<file path="config.mk">
export PLATFORM = sky130hd
export DESIGN_NAME = sync_fifo_param
export DESIGN_NICKNAME = d
export VERILOG_FILES = /design/src/rtl/sync_fifo_param.sv
export SDC_FILE = /design/constraint.sdc
export NUM_CORES = 1
export LEC_CHECK = 0
export CAP_MARGIN = 10
export CORE_UTILIZATION = 45
export DETAILED_ROUTE_END_ITERATION = 10
export SLEW_MARGIN = 20
export SYNTH_ARGS = -nofsm -noshare
export SYNTH_HDL_FRONTEND = slang
export SYNTH_SLANG_ARGS = --single-unit
export TNS_END_PERCENT = 30
</file>
<file path="constraint.sdc">
create_clock -name clock -period 6.3 [get_ports clock]
set_input_delay 0.63 -clock clock [delete_from_list [all_inputs] [get_ports clock]]
set_output_delay 0.63 -clock clock [all_outputs]
set_load 0.005 [all_outputs]
</file>
<file path="src/rtl/sync_fifo_param.sv">
// sync_fifo_param
//   Single-clock FIFO with parametrised width and depth. Provides an occupancy
//   count, programmable almost-full and almost-empty thresholds, a registered
//   read-data valid strobe, overflow and underflow pulses, and sticky error status.
//
// Ports
//   clock        rising-edge clock for all logic
//   reset        synchronous, active-high
//   read, write  read and write requests
//   fifo_in      write data
//   clear_err    clears err_status (a new error in the same cycle wins)
//   fifo_out     registered read data; holds its value when no read is accepted
//   out_valid    one-cycle strobe: fifo_out holds a newly read word
//   fifo_count   occupancy, 0..DEPTH
//   fifo_empty, fifo_full, fifo_half, almost_empty, almost_full
//                flags decoded from the count register only
//   overflow     one-cycle pulse: the previous write was rejected
//   underflow    one-cycle pulse: the previous read was rejected
//   err_status   sticky {overflow_seen, underflow_seen}
module sync_fifo_param #(
    parameter int WIDTH    = 16,
    parameter int DEPTH    = 16,
    parameter int ADDR_W   = 4,
    parameter int AF_LEVEL = 14,
    parameter int AE_LEVEL = 2
) (
    input  logic              clock,
    input  logic              reset,
    input  logic              read,
    input  logic              write,
    input  logic [WIDTH-1:0]  fifo_in,
    input  logic              clear_err,
    output logic [WIDTH-1:0]  fifo_out,
    output logic              out_valid,
    output logic [ADDR_W:0]   fifo_count,
    output logic              fifo_empty,
    output logic              fifo_full,
    output logic              fifo_half,
    output logic              almost_empty,
    output logic              almost_full,
    output logic              overflow,
    output logic              underflow,
    output logic [1:0]        err_status
);

    localparam logic [ADDR_W:0] DEPTH_C = (ADDR_W+1)'(DEPTH);
    localparam logic [ADDR_W:0] HALF_C  = (ADDR_W+1)'(DEPTH / 2);
    localparam logic [ADDR_W:0] AF_C    = (ADDR_W+1)'(AF_LEVEL);
    localparam logic [ADDR_W:0] AE_C    = (ADDR_W+1)'(AE_LEVEL);
    localparam logic [ADDR_W:0] ONE_C   = (ADDR_W+1)'(1);
    localparam logic [ADDR_W-1:0] PTR_ONE = ADDR_W'(1);

    logic [WIDTH-1:0]  ram [DEPTH];

    logic [ADDR_W-1:0] rd_ptr_q, rd_ptr_d;
    logic [ADDR_W-1:0] wr_ptr_q, wr_ptr_d;
    logic [ADDR_W:0]   count_q, count_d;
    logic [WIDTH-1:0]  dout_q, dout_d;
    logic              valid_q, valid_d;
    logic              ovf_q, ovf_d;
    logic              udf_q, udf_d;
    logic [1:0]        err_q, err_d;

    logic full_w, empty_w, wr_ok, rd_ok;

    assign full_w  = (count_q == DEPTH_C);
    assign empty_w = (count_q == '0);

    // A write into a full FIFO is accepted only when a read frees a slot in the
    // same cycle. There is no bypass: an empty FIFO rejects a read even when a
    // write arrives at the same time.
    assign wr_ok = write & (~full_w | read);
    assign rd_ok = read & ~empty_w;

    always_comb begin
        rd_ptr_d = rd_ptr_q;
        wr_ptr_d = wr_ptr_q;
        count_d  = count_q;
        dout_d   = dout_q;
        valid_d  = 1'b0;
        ovf_d    = write & ~wr_ok;
        udf_d    = read & ~rd_ok;
        err_d    = err_q;

        if (wr_ok) begin
            wr_ptr_d = wr_ptr_q + PTR_ONE;
        end
        if (rd_ok) begin
            rd_ptr_d = rd_ptr_q + PTR_ONE;
            dout_d   = ram[rd_ptr_q];
            valid_d  = 1'b1;
        end
        if (wr_ok && !rd_ok) begin
            count_d = count_q + ONE_C;
        end else if (rd_ok && !wr_ok) begin
            count_d = count_q - ONE_C;
        end

        // Clear first so that an error in the same cycle sets the bit again.
        if (clear_err) begin
            err_d = 2'b00;
        end
        err_d = err_d | {ovf_d, udf_d};
    end

    always_ff @(posedge clock) begin
        if (reset) begin
            rd_ptr_q <= '0;
            wr_ptr_q <= '0;
            count_q  <= '0;
            dout_q   <= '0;
            valid_q  <= 1'b0;
            ovf_q    <= 1'b0;
            udf_q    <= 1'b0;
            err_q    <= 2'b00;
        end else begin
            rd_ptr_q <= rd_ptr_d;
            wr_ptr_q <= wr_ptr_d;
            count_q  <= count_d;
            dout_q   <= dout_d;
            valid_q  <= valid_d;
            ovf_q    <= ovf_d;
            udf_q    <= udf_d;
            err_q    <= err_d;
        end
    end

    // The storage array is not reset. A write that is issued in the same cycle
    // as reset is dropped, because the pointers return to zero anyway.
    always_ff @(posedge clock) begin
        if (!reset && wr_ok) begin
            ram[wr_ptr_q] <= fifo_in;
        end
    end

    assign fifo_out     = dout_q;
    assign out_valid    = valid_q;
    assign fifo_count   = count_q;
    assign fifo_empty   = empty_w;
    assign fifo_full    = full_w;
    assign fifo_half    = (count_q >= HALF_C);
    assign almost_empty = (count_q <= AE_C);
    assign almost_full  = (count_q >= AF_C);
    assign overflow     = ovf_q;
    assign underflow    = udf_q;
    assign err_status   = err_q;

endmodule
</file>
# Word-level counts from Yosys, hierarchy flattened
# Memories as Yosys holds them, arrays and structs flattened. A register that Yosys moved wholly into a read port is not among the register bits.
# Index checks and enable logic that the tools add are counted.
# word_totals
register_bits	18
ramBits	256
inputBits	21
mem_count	1
# mem_list
memory	depth	width	read_ports	rd_ports_with_merged_regs	wr	line_no	rtl
ram	16	16	1	1	1	53	logic [WIDTH-1:0] ram [DEPTH];
# classes
addsub	4
magnitude_cmp	3
eq_ne	1
mux	6
n_bitwise	10
reduce_logical	8
# ops
op	count
>= comparator 5 x 4 -> 1 bit (second input constant)	2
2-to-1 mux 5 bit	2
adder 4 x 1 -> 4 bit (second input constant)	2
adder 5 x 1 -> 5 bit (second input constant)	1
== test 5 bit (second input constant)	1
less-or-equal comparator 5 x 2 -> 1 bit (second input constant)	1
zero test 5 bit	1
subtractor 5 x 1 -> 5 bit (second input constant)	1
AND 1 bit	4
inverter 1 bit	4
logical AND 1 bit	3
zero test 1 bit	3
2-to-1 mux 1 bit	3
2-to-1 mux 2 bit	1
OR 2 bit	1
nonzero test 2 bit	1
OR 1 bit	1

# Depth between registers and ports, before layout
# logic_depth
word_depth	8
mapped_depth	12
mapped_depth_nobuf	10

# Worst setup path before layout
# OpenSTA, ideal clock, no wires.
# synth_timing
path_kind	reg2reg
start	register count_q[0] (netlist: fifo_count[0])
end	register count_q[4] (netlist: fifo_count[4])
setup_ns	0.121
arrival_ns	2.923
required_ns	6.179
slack_ns	3.256
stages_incl_launch_ff	13
path_buffers	2
synth_period_minus_slack_ns	3.044
path_cell_list	dfxtp_1 or4_1 buf_6 o21a_1 buf_6 inv_1 ha_1 inv_1 fa_1 a21o_1 a21oi_1 mux2i_1 mux2_2
# synth_between
elab_chain_len	7
word_cells_on_any_way	16
# synth_rtl
element	line_no	rtl
start, declared	57	logic [ADDR_W:0] count_q, count_d;
start signal, assigned	119	count_q <= count_d;
branches (longest 7 deep; another with subtractor 5 x 1 -> 5 bit)	--	
# Several ways; the timed one is not identified. The select of a mux whose other input is x is not followed.
# A chain may end at the register's enable or synchronous reset.

# Final worst setup path
# Same ends and word-level chain as after synthesis.

==> results.rst <==
.. list-table::
   :header-rows: 1

   * - Metric
     - Value
   * - Outcome
     - completed
   * - Max Freq
     - 0.270 GHz
   * - Number of instances resized during post-cts repair
     - 0
   * - CP max-delay cell
     - or4_1
   * - Slowest stage delay, CP
     - 0.73 ns
   * - Total Nets Final
     - about 760
   * - Cell at the root of the clock tree
     - clkbuf_16
   * - Half-perimeter wire length after placement
     - 14.7 mm
   * - Die H
     - 161 um
   * - DR iter-0 viols
     - 594
   * - Clock tree from TritonCTS
     - built
   * - Average routed wire per standard cell
     - 23.1 um
   * - Mean post-synth cell area
     - 16.7 um^2
   * - Number of distinct standard cells referenced by the synthesized netlist
     - 40
   * - Setup-violating endpoint count in the final report
     - 0
   * - # Max-Cap Violations
     - 0
   * - Worst hold path class
     - reg -> reg
   * - Standard-cell rows
     - 57
   * - Clock transition at the registers of the reported paths
     - 0.07 ns
   * - Unrepaired setup endpoints after global routing
     - no
   * - Cell Chain, Critical Path
     - or4_1, o21a_2, inv_1, ha_1, inv_1, fa_1, a21o_1, a21oi_1, mux2i_1, mux2_2
   * - First-pass GRT wire length
     - 37.5 mm
   * - Worst Tran Pin Value
     - 1.07 ns
   * - Period utilization
     - 58.7%
   * - Remaining antenna violation count
     - 0
   * - Hold Worst Slack
     - 0.456 ns
   * - Mux cell area share after synthesis
     - 11.6%
   * - Adder-cell share of the synthesized area
     - around 1.2%
   * - Share of the yosys chip area belonging to registers
     - 73.7%
   * - Sort of element at the start of the critical path
     - flop
   * - Hold path start
     - err_status[1]$_SDFF_PP0_
   * - Max clock buf depth
     - 3
   * - Hold bufs inserted after CTS
     - 0
   * - Required @ worst endpoint
     - around 6.7 ns
   * - Remaining design rule violation count
     - 0
   * - Via count of the first global-routing pass
     - 6134
   * - Routed wire length
     - 24.8 mm
   * - Summed instance area of the synthesized netlist
     - 11400 um^2
   * - Share of async-settable or async-resettable flops after synthesis
     - 0%
   * - Count of boundary I/O pins
     - 52
   * - Total Die Area
     - 25900 um^2
   * - Syn Nets
     - 710
   * - Fin Clk Skew
     - 0.0122 ns
   * - Data arrival time of the critical path
     - 4.12 ns
   * - Maximum fanout count along the critical path
     - 35
   * - GRT Overall Usage
     - 19.5%
   * - Simple-Gate Fraction of Synth Area
     - 4.13%
   * - Average vias per placed instance
     - 5.62
   * - Port Buf Inserts
     - 51
   * - Antenna violations before repair
     - 0
   * - Sequential Power Share
     - 47.2%
   * - Internal Power
     - 0.00358 W
   * - Area of the core
     - 24500 um^2
   * - Fraction of layout cells with a size suffix above 1
     - 12.4%
   * - Number of warnings issued by yosys
     - 0
   * - Final Hold Vio Count
     - 0
   * - Reg2Reg Launch Point
     - fifo_count[0]$_SDFFE_PP0P_
   * - Most prevalent standard cell on the critical path
     - inv_1
   * - Initial core utilization
     - 46.3%
   * - Clock buffer count from CTS
     - 28
   * - Number of pins exceeding their max-slew limit in the final report
     - 0
   * - Vias
     - 6022
   * - Final antenna diode count
     - 0
   * - Critical path startpoint
     - fifo_count[0]$_SDFFE_PP0P_
   * - Clock Sink Count
     - 290
   * - Part of the power in combinational logic
     - 16.0%
   * - Most used DFF post-synth
     - edfxtp_1
   * - Total of flip-flops plus latches after synthesis
     - between 200 and 300
   * - Max-Slew Margin vs Limit
     - 28.8%
   * - Buffer count from post-CTS setup fixing
     - 0
   * - EDFF count, synth
     - 256
   * - Highest ir drop seen on vdd
     - 259 uV
   * - Share of the synthesized netlist area taken by xor and xnor gates
     - 0.694%
   * - Compound-cell area share of the yosys netlist
     - about 6.4%
   * - Total congestion overflow
     - 0
   * - Clock network latency to the later pin of the worst-skew pair
     - 0.54 ns
   * - Maximum number of pins on one net before global-route repair
     - 73
   * - DRT Pass-1 Iters
     - 5
   * - Min Clock Period, post-route
     - 3.70 ns
   * - Clock network fraction of total power
     - 36.8%
   * - Power Dens Cells
     - 363 nW/um^2
   * - Crit Path Category
     - reg -> reg
   * - Area Growth Syn to Fin
     - 15.8%
   * - Filler cell count
     - 1959
   * - Setup_tns
     - 0 ns
   * - Leakage power of the design
     - 4.00 nW
   * - Main combinational cell family by area after synthesis
     - multiplexers
   * - Placer's final routability congestion estimate
     - 0.817
   * - Net switching power
     - 0.00120 W
   * - Number of cells produced by synthesis
     - 679
   * - H-tree depth reported by CTS
     - 1
   * - Worst setup EP type
     - flop
   * - DIE WIDTH
     - 161 um
   * - Net switching share of the total power
     - 25.0%
[area by class of cell]
| type | count | area [um^2] | share of cell area (%) |
|---|---|---|---|
| clock buffers | 39 | 823 | 6.26 |
| clock inverters | 13 | 166 | 1.27 |
| inverters | 5 | 18.8 | 0.143 |
| multi-input cells | 343 | 2800 | 21.3 |
| flip-flops and latches | 290 | 8370 | 63.7 |
| well taps | 324 | 405 | 3.08 |
| repair buffers | 58 | 571 | 4.34 |
[critical path: cells and delay by family (launching register included)]
| kind | cells | cell delay [ns] |
|---|---|---|
| AO/OA/AOI/OAI | 3 | 0.92 |
| AND/OR/NAND/NOR | 1 | 0.73 |
| adder cells (fa/ha/maj) | 2 | 0.63 |
| multiplexers | 2 | 0.58 |
| flip-flops | 1 | 0.39 |
| buffers and inverters | 2 | 0.34 |
[placed cells by master, fill, tap and decap left out, types with 2 or more instances in the layout]
| cell | Yosys | routed |
|---|---|---|
| o22ai_1 | 64 | 64 |
| clkdlybuf4s50_1 | 0 | 50 |
| inv_1 | 5 | 5 |
| clkbuf_8 | 0 | 6 |
| nor2_1 | 53 | 39 |
| edfxtp_1 | 256 | 256 |
| or3b_2 | 2 | 2 |
| nor2_2 | 0 | 9 |
| xnor2_1 | 3 | 3 |
| buf_4 | 0 | 6 |
| nand3b_1 | 5 | 5 |
| clkinv_2 | 0 | 7 |
| a21oi_1 | 5 | 5 |
| xor2_1 | 6 | 6 |
| mux2i_1 | 131 | 131 |
| o211ai_1 | 2 | 2 |
| or3b_1 | 2 | 2 |
| nand2_1 | 8 | 8 |
| dfxtp_1 | 34 | 33 |
| nand3_1 | 2 | 2 |
| bufinv_16 | 0 | 4 |
| nor4_1 | 16 | 16 |
| ha_1 | 9 | 9 |
| clkbuf_1 | 12 | 4 |
| or3_1 | 2 | 2 |
| a21o_1 | 3 | 3 |
| nor2_4 | 0 | 5 |
| a211oi_2 | 16 | 16 |
| and3_1 | 2 | 2 |
| clkbuf_16 | 0 | 29 |
[cell families after synthesis]
group	after synthesis
XOR/XNOR	9
multiplexers	132
flip-flops	290
AO/OA/AOI/OAI	96
buffers and inverters	46
AND/OR/NAND/NOR	96
adder cells (fa/ha/maj)	10
[Yosys cell counts, types with 2 or more instances]
library cell  instances  share of area [%]
o22ai_1              64                3.5
a211oi_2             16                1.8
inv_1                 5               0.17
nor4_1               16               0.88
or3_1                 2               0.11
ha_1                  9               0.99
nand2_1               8               0.26
nand3b_1              5               0.33
or3b_1                2               0.15
and3_1                2               0.11
a21oi_1               5               0.22
xnor2_1               3               0.23
mux2i_1             131                 12
a21o_1                3               0.20
dfxtp_1              34                6.0
clkbuf_1             12               0.40
buf_2                22               0.97
or3b_2                2               0.15
nor2_1               53                1.8
o211ai_1              2               0.13
edfxtp_1            256                 68
buf_6                 3               0.30
xor2_1                6               0.46
nand3_1               2              0.088
[flip-flops by register name, indices dropped and copies added, names as in the netlist, 2 cells and up]
register and flops:
ram 256, err_status 2, fifo_count 5, wr_ptr_q 4, fifo_out 16, rd_ptr_q 4
[power by group through the flow]
| stage | clock network, W | registers, W | logic [W] |
|---|---|---|---|
| final | 0.00176 | 0.00225 | 0.000766 |
| after detailed placement | 0 | 0.00229 | 0.000764 |
| after global placement | 0 | 0.00229 | 0.000735 |
| after CTS | 0.00178 | 0.00225 | 0.000767 |
| after floorplan | 0 | 0.00227 | 0.000475 |
| after global routing | 0.00186 | 0.00226 | 0.000822 |
[routing by layer]
layer,vias to the layer above,share of wire (%),GRT usage [%]
met5,-,0,0
met3,40,4.3,2.25
met1,3060,43,26.1
met4,0,1.9,4.67
li1,2768,-,-
met2,154,51,34.0
[path summary, 6_finish.rpt]
path | slack, ns | cells after the start | to
setup / recovery | 2.60 | 10 | fifo_count[4]$_SDFFE_PP0P_
hold / removal | 0.46 | 1 | err_status[1]$_SDFF_PP0_
setup reg to reg | 2.60 | 10 | fifo_count[4]$_SDFFE_PP0P_
hold reg to reg | 0.46 | 1 | err_status[1]$_SDFF_PP0_
[per-stage QoR]
stage	total power (W)	util [%]	instance area [um^2]	worst slack, ns	cells
2_1_floorplan	0.00274	-	11400	3.26	679
3_3_place_gp	0.00302	49.5	12100	2.37	1020
3_5_place_dp	0.00306	49.5	12100	2.22	1020
4_1_cts	0.00480	53.5	13100	2.62	1072
5_1_grt	0.00495	53.6	13200	2.40	1072
6_report	0.00478	53.6	13200	2.60	1072
(Power assumes the default switching activity.)
